`config.mk`:
```
export PLATFORM = sky130hd
export DESIGN_NAME = dp_mem_pipe
export DESIGN_NICKNAME = d
export VERILOG_FILES = /design/src/rtl/dp_mem_pipe.sv
export SDC_FILE = /design/constraint.sdc
export NUM_CORES = 1
export LEC_CHECK = 0
export ABC_AREA = 1
export BUFFER_PORTS_ARGS = -buffer_cell sky130_fd_sc_hd__buf_4
export CORE_ASPECT_RATIO = 1.75
export CORE_MARGIN = 2
export CORE_UTILIZATION = 67
export CTS_CLUSTER_DIAMETER = 40
export DETAILED_ROUTE_END_ITERATION = 6
export PLACE_DENSITY = 0.85
export SLEW_MARGIN = 10
export SYNTH_ARGS = -nofsm -noshare
export SYNTH_HDL_FRONTEND = slang
export SYNTH_SLANG_ARGS = --single-unit
```
`constraint.sdc`:
```
create_clock -name clk -period 5.35 [get_ports clk]
set_input_delay 1.07 -clock clk [delete_from_list [all_inputs] [get_ports clk]]
set_output_delay 1.07 -clock clk [all_outputs]
set_load 0.03 [all_outputs]
```
`src/rtl/dp_mem_pipe.sv`:
```
// Simple dual-port RAM with byte-enable writes, 1- or 2-cycle read latency,
// selectable same-address collision behaviour, post-reset zero sweep and
// out-of-range access flagging.
//
// state    | meaning
// ---------+-------------------------------------------------------------
// ST_INIT  | zero sweep running, one word per cycle; busy=1, requests dropped
// ST_READY | normal read/write operation; left only through reset
module dp_mem_pipe #(
  parameter int DATA_W      = 32,
  parameter int ADDR_W      = 4,
  parameter int DEPTH       = 16,
  parameter int RD_LAT      = 1,
  parameter int COLL_MODE   = 0,
  parameter int INIT_ON_RST = 1
) (
  input  logic                  clk,
  input  logic                  rst,
  input  logic                  enb,
  input  logic                  wr,
  input  logic [ADDR_W-1:0]     w_addr,
  input  logic [DATA_W-1:0]     w_data,
  input  logic [DATA_W/8-1:0]   w_be,
  input  logic                  rd,
  input  logic [ADDR_W-1:0]     r_addr,
  output logic [DATA_W-1:0]     r_data,
  output logic                  r_valid,
  output logic                  busy,
  output logic                  err
);

  localparam int NB = DATA_W / 8;
  // One extra bit so the compare also works when DEPTH == 2**ADDR_W.
  localparam logic [ADDR_W:0]   DEPTH_L = (ADDR_W + 1)'(DEPTH);
  localparam logic [ADDR_W-1:0] LAST_L  = ADDR_W'(DEPTH - 1);

  typedef enum logic {ST_INIT, ST_READY} state_t;

  state_t              state, state_nxt;
  logic [ADDR_W-1:0]   ctr, ctr_nxt;
  logic [DATA_W-1:0]   mem [DEPTH];

  logic                wr_ok, rd_ok, w_in, r_in, wr_acc;
  logic [DATA_W-1:0]   w_merged, rd_word;

  assign busy   = (state == ST_INIT);
  assign wr_ok  = enb & wr & ~busy;
  assign rd_ok  = enb & rd & ~busy;
  assign w_in   = ({1'b0, w_addr} < DEPTH_L);
  assign r_in   = ({1'b0, r_addr} < DEPTH_L);
  assign wr_acc = wr_ok & w_in;

  // State and sweep counter registers; reset restarts the sweep from word 0.
  always_ff @(posedge clk) begin
    if (!rst) begin
      state <= (INIT_ON_RST != 0) ? ST_INIT : ST_READY;
      ctr   <= '0;
    end else begin
      state <= state_nxt;
      ctr   <= ctr_nxt;
    end
  end

  // Next-state: sweep one word per cycle, leave INIT after the last word.
  always_comb begin
    state_nxt = state;
    ctr_nxt   = ctr;
    case (state)
      ST_INIT: begin
        ctr_nxt = ctr + 1'b1;
        if (ctr == LAST_L) begin
          state_nxt = ST_READY;
          ctr_nxt   = '0;
        end
      end
      ST_READY: state_nxt = ST_READY;
      default:  state_nxt = ST_READY;
    endcase
  end

  // Byte-merged write word: enabled bytes from w_data, the rest from memory.
  always_comb begin
    w_merged = mem[w_addr];
    for (int i = 0; i < NB; i++) begin
      if (w_be[i]) w_merged[8*i +: 8] = w_data[8*i +: 8];
    end
  end

  // Read word: zero for out-of-range, merged word on a write-first collision.
  always_comb begin
    rd_word = '0;
    if (r_in) begin
      rd_word = mem[r_addr];
      if (COLL_MODE == 1 && wr_acc && (w_addr == r_addr)) rd_word = w_merged;
    end
  end

  // Storage: the sweep owns the array while busy, otherwise accepted writes.
  always_ff @(posedge clk) begin
    if (rst) begin
      if (busy)        mem[ctr]    <= '0;
      else if (wr_acc) mem[w_addr] <= w_merged;
    end
  end

  // Out-of-range flag, one pulse per offending accepted request cycle.
  always_ff @(posedge clk) begin
    if (!rst) err <= 1'b0;
    else      err <= (wr_ok & ~w_in) | (rd_ok & ~r_in);
  end

  if (RD_LAT == 2) begin : g_lat2
    logic [DATA_W-1:0] s1_data;
    logic              s1_valid;

    // Two-stage read pipe; r_data only moves when a result arrives.
    always_ff @(posedge clk) begin
      if (!rst) begin
        s1_valid <= 1'b0;
        s1_data  <= '0;
        r_valid  <= 1'b0;
        r_data   <= '0;
      end else begin
        s1_valid <= rd_ok;
        if (rd_ok) s1_data <= rd_word;
        r_valid  <= s1_valid;
        if (s1_valid) r_data <= s1_data;
      end
    end
  end else begin : g_lat1
    // Single-stage read pipe; r_data only moves when a result arrives.
    always_ff @(posedge clk) begin
      if (!rst) begin
        r_valid <= 1'b0;
        r_data  <= '0;
      end else begin
        r_valid <= rd_ok;
        if (rd_ok) r_data <= rd_word;
      end
    end
  end

endmodule

```
* Word level (Yosys, flattened, before mapping) *
Memories as Yosys holds them, arrays and structs flattened. A register that Yosys moved wholly into a read port is not among the register bits.
Cells that the tools add are included.
Widths: inputs -> output; s select.

word-level totals
  register bits after elaboration = 6
  RAM bits = 512
  word-level logic and storage cells = 38
  memories kept = 1
  output and inout port bits = 35

cells by class
  reductions and logical operators = 6
  $add $sub $neg = 1
  multiplexer cells = 17
  bitwise logic cells = 5
  eq/ne operators = 5

memory list
  memory  depth  width  read ports  clocked after Yosys merged registers in  wr ports  line  text
  mem     16     32     1           1                                        1         41    logic [DATA_W-1:0] mem [DEPTH];

operators with widths
  cell                 number
  $mux 32              1
  $mux 8               4
  $reduce_or 32->1     1
  $mux 4               3
  $mux 1               8
  $reduce_and 2->1     4
  $add 4x1->4 const B  1
  $and 1x1->1          4
  $eq 4x4->1 const B   1
  $ne 1x1->1 const B   4
  $pmux 1 s2           1
  $logic_not 1->1      1
  $not 1->1            1

* Depth between registers and ports, before layout *
Gate-level depths: netlist of run 1.

  depth in word-level cells = 9
  gate-level depth with buffers = 12

* Least setup slack after synthesis of run 1 *
OpenSTA, ideal clock, no wires.

  path type = input port to flip-flop
  start point = input rst
  end point = memory mem[10][0], enable pin
  path buffers = 1
  stages = 10
  path slack = 2576 ps
  setup time = 370 ps
  arrival = 2404 ps
  data required time = 4980 ps
  cells stage by stage = buf_2 > nand2_4 > nor2_8 > o21ai_4 > nand2_4 > nand2_1 > nand2_2 > nor2_4 > nand2_2 > nor2_1

between the ends
  cells in the longest elaborated chain, start to end = 5
  elaborated cells between the ends (all ways) = 11

ends and longest elaborated chain
  element                            line  text
  start, declared                    18    input logic rst,
  $mux 1                             100   if (rst) begin
  $mux 1 (not written as such)       102   else if (wr_acc) mem[w_addr] <= w_merged;
  $reduce_and 2->1 (no source line)  n/a
  $reduce_or 32->1 (no source line)  n/a
  $mux 4 (no source line)            n/a
  end, declared                      41

Several ways; a longest one is shown, not always the timed one.

* Worst setup path in the final report of run 1 *
  start point = input rst
  end point = memory mem[15][18] (data pin)

between the ends
  cells in the longest elaborated chain, start to end = 5
  elaborated cells between the ends (all ways) = 8

ends and longest elaborated chain
  element                              line
  $mux 1 *                             100
  $mux 1 (not written as such) *       102
  $reduce_and 2->1 (no source line)    n/a
  $reduce_or 32->1 (no source line) *  n/a
  $mux 32 (no source line) *           n/a

Mark *: on every way between the ends. The rest lies on a longest branch, timed or not.

==> flow_summary.json, run 1 <==
{
  "synth_top_area_share": 0.659,
  "critPathKind": "in2reg",
  "drc_errors": 0,
  "clk_path_buf_depth": 3,
  "power_w": 0.00851,
  "drt_first_iter_violations": 2082,
  "ys_warn_count": 0,
  "end_kind": "flop",
  "drive_gt1_frac": 0.0930,
  "worstPathMaxFanout": 36,
  "die_w_um": 145,
  "critPathLaunchType": "input port",
  "leakagePower_nw": 10.6,
  "drt-total-wl_mm": 58.1,
  "place_congestion": 0.895,
  "num_vias": 16400,
  "irDropWorstVdd_mv": 0.361,
  "dieArea_sq_um": 36400,
  "relSlewSlack": 0.0848,
  "power_density_nw_per_um2": 332,
  "htreeDepth": 2,
  "cts_tree": "done",
  "synthArstFlopShare": 0,
  "syn_avg_cell_area_sq_um": 10.4,
  "final-hold-violation-count": 0,
  "die-height_um": 251,
  "max_cap_viol_count": 0,
  "placed_area_sq_um": 24100,
  "cts_root_buffer": "clkbuf_16",
  "portBuffers": 82,
  "finalInstanceArea_sq_um": 25600,
  "finalSetupViolations": 0,
  "synth_cell_types": 25,
  "max_clock_freq_mhz": 293,
  "required_ps": 5550,
  "seq_area_frac_synth": 0.691,
  "ant_nets": 0,
  "critPathArrivalTime_ps": 3610,
  "synth_area_sq_um": 23300,
  "ctsHoldBuffers": 0,
  "synth_top_cell_by_area": "edfxtp_1",
  "fin_tns_setup_ps": 0,
  "dr.pass1.iters": 6,
  "utilization": 0.744,
  "hpwl_mm": 34.6,
  "track_usage": 0.321,
  "cts_resized": 0,
  "cts-buffers-inserted": 47,
  "period_needed_ps": 3410,
  "avgRoutedWirePerCell_um": 21.0,
  "synth.top_cells.by_area": "edfxtp_1 (66%), nand2_1 (14%), nand3_1 (5.6%)",
  "tightest_slew_ps": 1370,
  "io_pins": 84,
  "final_net_count": 2314,
  "rows": 90,
  "grt_pass1_wl_mm": 88.7,
  "rsz0062_at_grt": "false",
  "hold_path_class": "reg2reg",
  "fin_skew_ps": 20.3,
  "cts_sinks": 550,
  "synth_commonest_cells": "nand2_1 (885), edfxtp_1 (512), nand3_1 (263)",
  "viasPerCell": 5.93,
  "synthFlopType": "edfxtp_1",
  "synth-edff-count": 512,
  "path_clk_slew_ps": 60,
  "grt_max_degree": 114,
  "insertion_delay_ps": 570,
  "core_sq_um": 34500,
  "grt_pass1_vias": 16500,
  "synthCells": 2236,
  "diodes": 0,
  "syn_to_final_growth_pct": 9.80,
  "grt_overflow_total": 0,
  "initial_core_util": 0.677,
  "yosys.cell_count.top_type": "nand2_1",
  "placedCellCount": 2675,
  "ys_ff_latch": 550,
  "finalNonFillerCells": 2762,
  "antenna_found_initial": 0,
  "cts_setup_buffers": 0,
  "status": "completed",
  "fin_crit_sh": 0.637,
  "synth.net_count": 2286,
  "drv_slew": 0
}
-- path summary, 6_finish.rpt --
| kind | from | to | slack, ps | depth (start not counted) |
|---|---|---|---|---|
| max reg2reg | state | mem[15][18] | 2350 | 7 |
| min reg2reg | r_data[29] | r_data[29] | 550 | 3 |
| min | r_data[29] | r_data[29] | 550 | 3 |
| max | rst | mem[15][18] | 1940 | 8 |
-- power by group --
part	switching, W	total, W	internal [W]
combinational	0.000357	0.000495	0.000138
clock	0.00148	0.00332	0.00183
sequential	0.0000153	0.00470	0.00469
-- kinds of logic after synthesis --
kind of cell / after synthesis / share of synthesized area
compound gates: 78 / 0.0226
fa+ha+maj: 1 / 0.000536
buf+inv: 278 / 0.0499
flops: 550 / 0.691
other cells: 1 / 0.000161
simple gates: 1328 / 0.235
-- cell type report --
class	instances	area (sq um)
Fill cell	2130	8830
Tap cell	460	576
Clock buffer	74	1380
Sequential cell	550	16100
Timing Repair Buffer	101	790
Clock inverter	13	114
Inverter	156	593
Multi-Input combinational cell	1408	6040
-- critical path, cell delays in order --
cell,delay [ps]
buf_4,410
nand2_4,120
nor2_8,170
o21ai_4,150
nand2_4,150
inv_1,220
buf_4,340
nor2_1,920
-- state kept, by name (all words and copies together) (netlist names) --
name     cells
ctr          4
mem        512
r_data      32
r_valid      1
state        1
-- placed cells by master, fill, tap and decap left out, drive strengths merged --
cell type,instances
buf,100
o21a,32
bufinv,1
o21ai,23
clkbuf,75
nor2,148
a211oi,2
inv,159
nand2,912
o211ai,12
dfxtp,38
clkinvlp,1
clkinv,8
edfxtp,512
ha,1
conb,1
a21oi,9
nand3,267
nand4,1
-- metrics by stage --
| step | hold slack [ps] | worst slack, ps |
|---|---|---|
| 3_3_place_gp | 533 | 1510 |
| 3_5_place_dp | 538 | 1360 |
| 4_1_cts | 554 | 1940 |
| 5_1_grt | 587 | 1770 |
| 6_report | 550 | 1940 |
| 2_1_floorplan | 478 | 2580 |
-- per-layer routing --
layer | wire, um | global-route usage
met1 | 18200 | 0.352
met2 | 30600 | 0.585
met3 | 5470 | 0.0517
met4 | 3890 | 0.194
met5 | 0 | 0
No activity file was read; power rests on OpenSTA's default activity.
==> run 2: changes to the inputs <==
--- a/config.mk
+++ b/config.mk
@@ -9,10 +9,10 @@
 export BUFFER_PORTS_ARGS = -buffer_cell sky130_fd_sc_hd__buf_4
 export CORE_ASPECT_RATIO = 1.75
 export CORE_MARGIN = 2
-export CORE_UTILIZATION = 67
+export CORE_UTILIZATION = 56
 export CTS_CLUSTER_DIAMETER = 40
 export DETAILED_ROUTE_END_ITERATION = 6
-export PLACE_DENSITY = 0.85
+export PLACE_DENSITY = 0.76
 export SLEW_MARGIN = 10
 export SYNTH_ARGS = -nofsm -noshare
 export SYNTH_HDL_FRONTEND = slang
==> constraint.sdc (replaced) <==
create_clock -name clk -period 2.9 [get_ports clk]
set_input_delay 0.58 -clock clk [delete_from_list [all_inputs] [get_ports clk]]
set_output_delay 0.58 -clock clk [all_outputs]
set_load 0.03 [all_outputs]
==> run 2 against run 1 <==
Net effect: hold slack worse by 220 ps; core utilization is 9.2 points lower; clock power is 120% higher; first-iteration DRC count is 25% lower; critical path depth stayed put; highest routed layer unchanged; final area is 5.3% higher; largest power group unchanged.
==> flow_summary.json, run 2 (same netlist as run 1, synthesis figures left out) <==
{
  "syn_to_final_growth_pct": 15.6,
  "layout_common_cells": "nand2_1 (885), edfxtp_1 (512), nand3_1 (263), buf_4 (193), inv_1 (152)",
  "initial_core_util": 0.564,
  "fillers": 3160,
  "viasPerCell": 5.55,
  "rr_worst_depth": 8,
  "htreeDepth": 2,
  "leakagePower_nw": 11.3,
  "swShare": 0.213,
  "final-hold-violation-count": 0,
  "critPathKind": "reg2reg",
  "required_ps": 3110,
  "drc_errors": 0,
  "min_from": "rd",
  "rsz0062_at_grt": "false",
  "comb_power_share": 0.056,
  "cp-startpoint": "state",
  "antenna_found_initial": 0,
  "grt_pass1_vias": 16500,
  "irDropWorstVdd_mv": 0.500,
  "final_net_count": 2421,
  "drt-total-wl_mm": 60.8,
  "status": "completed",
  "ctsHoldBuffers": 0,
  "top_regs": "mem x512, r_data x32, ctr x4",
  "largest_register": "mem",
  "insertion_delay_ps": 570,
  "avgRoutedWirePerCell_um": 20.5,
  "cts_sinks": 550,
  "grt_overflow_total": 0,
  "num_vias": 16500,
  "clk_path_buf_depth": 3,
  "relSlewSlack": 0.479,
  "path_clk_slew_ps": 60,
  "cts_setup_buffers": 0,
  "drt_first_iter_violations": 1559,
  "grt_pass1_wl_mm": 91.7,
  "rows": 99,
  "die-height_um": 274,
  "largest_register_ffs": 512,
  "diodes": 0,
  "ant_nets": 0,
  "place_congestion": 0.925,
  "intPower_w": 0.0132,
  "placedCellCount": 2875,
  "whs_ps": 330,
  "final_common_cell": "nand2_1",
  "core_sq_um": 41400,
  "grt_max_degree": 180,
  "regToRegStartpoint": "state",
  "max_clock_freq_mhz": 443,
  "cts-buffers-inserted": 49,
  "tightest_slew_ps": 781,
  "hpwl_mm": 39.9,
  "drive_gt1_frac": 0.138,
  "track_usage": 0.286,
  "power_density_nw_per_um2": 622,
  "dr.pass1.iters": 6,
  "dieArea_sq_um": 43400,
  "max_cap_viol_count": 0,
  "cts_tree": "done",
  "fin_crit_sh": 0.778,
  "worstPathMaxFanout": 9,
  "fin_tns_setup_ps": 0,
  "period_needed_ps": 2260,
  "die_w_um": 158,
  "critPathArrivalTime_ps": 2460,
  "fin_skew_ps": 14.4,
  "cts_resized": 0,
  "finalSetupViolations": 0,
  "portBuffers": 82,
  "cts_root_buffer": "clkbuf_16",
  "clkPwrFrac": 0.427,
  "end_kind": "flop",
  "hold_path_class": "in2reg",
  "min_path_cells": 3,
  "critPathLaunchType": "flop",
  "switchingPower_w": 0.00356,
  "pwr-share-seq": 0.517,
  "drv_slew": 0,
  "io_pins": 84,
  "finalNonFillerCells": 2967
}
## run 2: cell count changes in the layout (fill, tap and decap cells not counted), sizes merged
| cell | previous run | this run |
|---|---|---|
| buf | 100 | 205 |
| bufinv | 1 | 9 |
| clkbuf | 75 | 68 |
| clkinv | 8 | 6 |
| clkinvlp | 1 | 4 |
| inv | 159 | 162 |
## run 2: worst max-delay path, cell delays in order, from the launching register on
cell	delay [ps]
dfxtp_1	450
nand2_2	130
nor2_8	180
o21ai_4	140
nand3_1	140
nand2_2	110
nor2_4	160
nand2_2	110
nor2_1	470
## run 2: power groups by stage
stage / sequential, W / combinational [W] / clock, W
after floorplan: 0.00883 / 0.000601 / 0
after global placement: 0.00884 / 0.000904 / 0
after detailed placement: 0.00884 / 0.000918 / 0
after CTS: 0.00867 / 0.000925 / 0.00721
after global routing: 0.00867 / 0.00102 / 0.00750
final: 0.00867 / 0.000936 / 0.00716
## run 2: layer usage
metal  part of all wire  GRT usage  up-vias
met4              0.062      0.160        0
li1                   -          -     7650
met2               0.54      0.535      832
met1               0.33      0.307     7751
met5                  0          0        -
met3              0.069     0.0348      223
## run 2: through the flow
step / area [sq um] / utilization / setup slack, ps / total power [W]
after global placement: 25200 / 0.608 / 377 / 0.00974
after global routing: 27000 / 0.652 / 494 / 0.0172
after CTS: 27000 / 0.652 / 650 / 0.0168
after detailed placement: 25200 / 0.608 / 345 / 0.00976
after floorplan: 23300 / - / 616 / 0.00944
final: 27000 / 0.652 / 644 / 0.0168
## run 2: area by class of cell
class / instances / area (sq um) / area share
well taps: 555 / 694 / 0.0257
clock inverters: 25 / 394 / 0.0146
repair buffers: 206 / 1700 / 0.0631
inverters: 156 / 593 / 0.0220
multi-input cells: 1408 / 6040 / 0.224
clock buffers: 67 / 1420 / 0.0525
flip-flops and latches: 550 / 16100 / 0.598
## run 2: path summary, 6_finish.rpt
path / endpoint / slack (ps)
worst min register to register: state / 550
worst min-delay path: r_valid / 330
worst max-delay path: mem[1][7] / 640
worst max register to register: mem[1][7] / 640
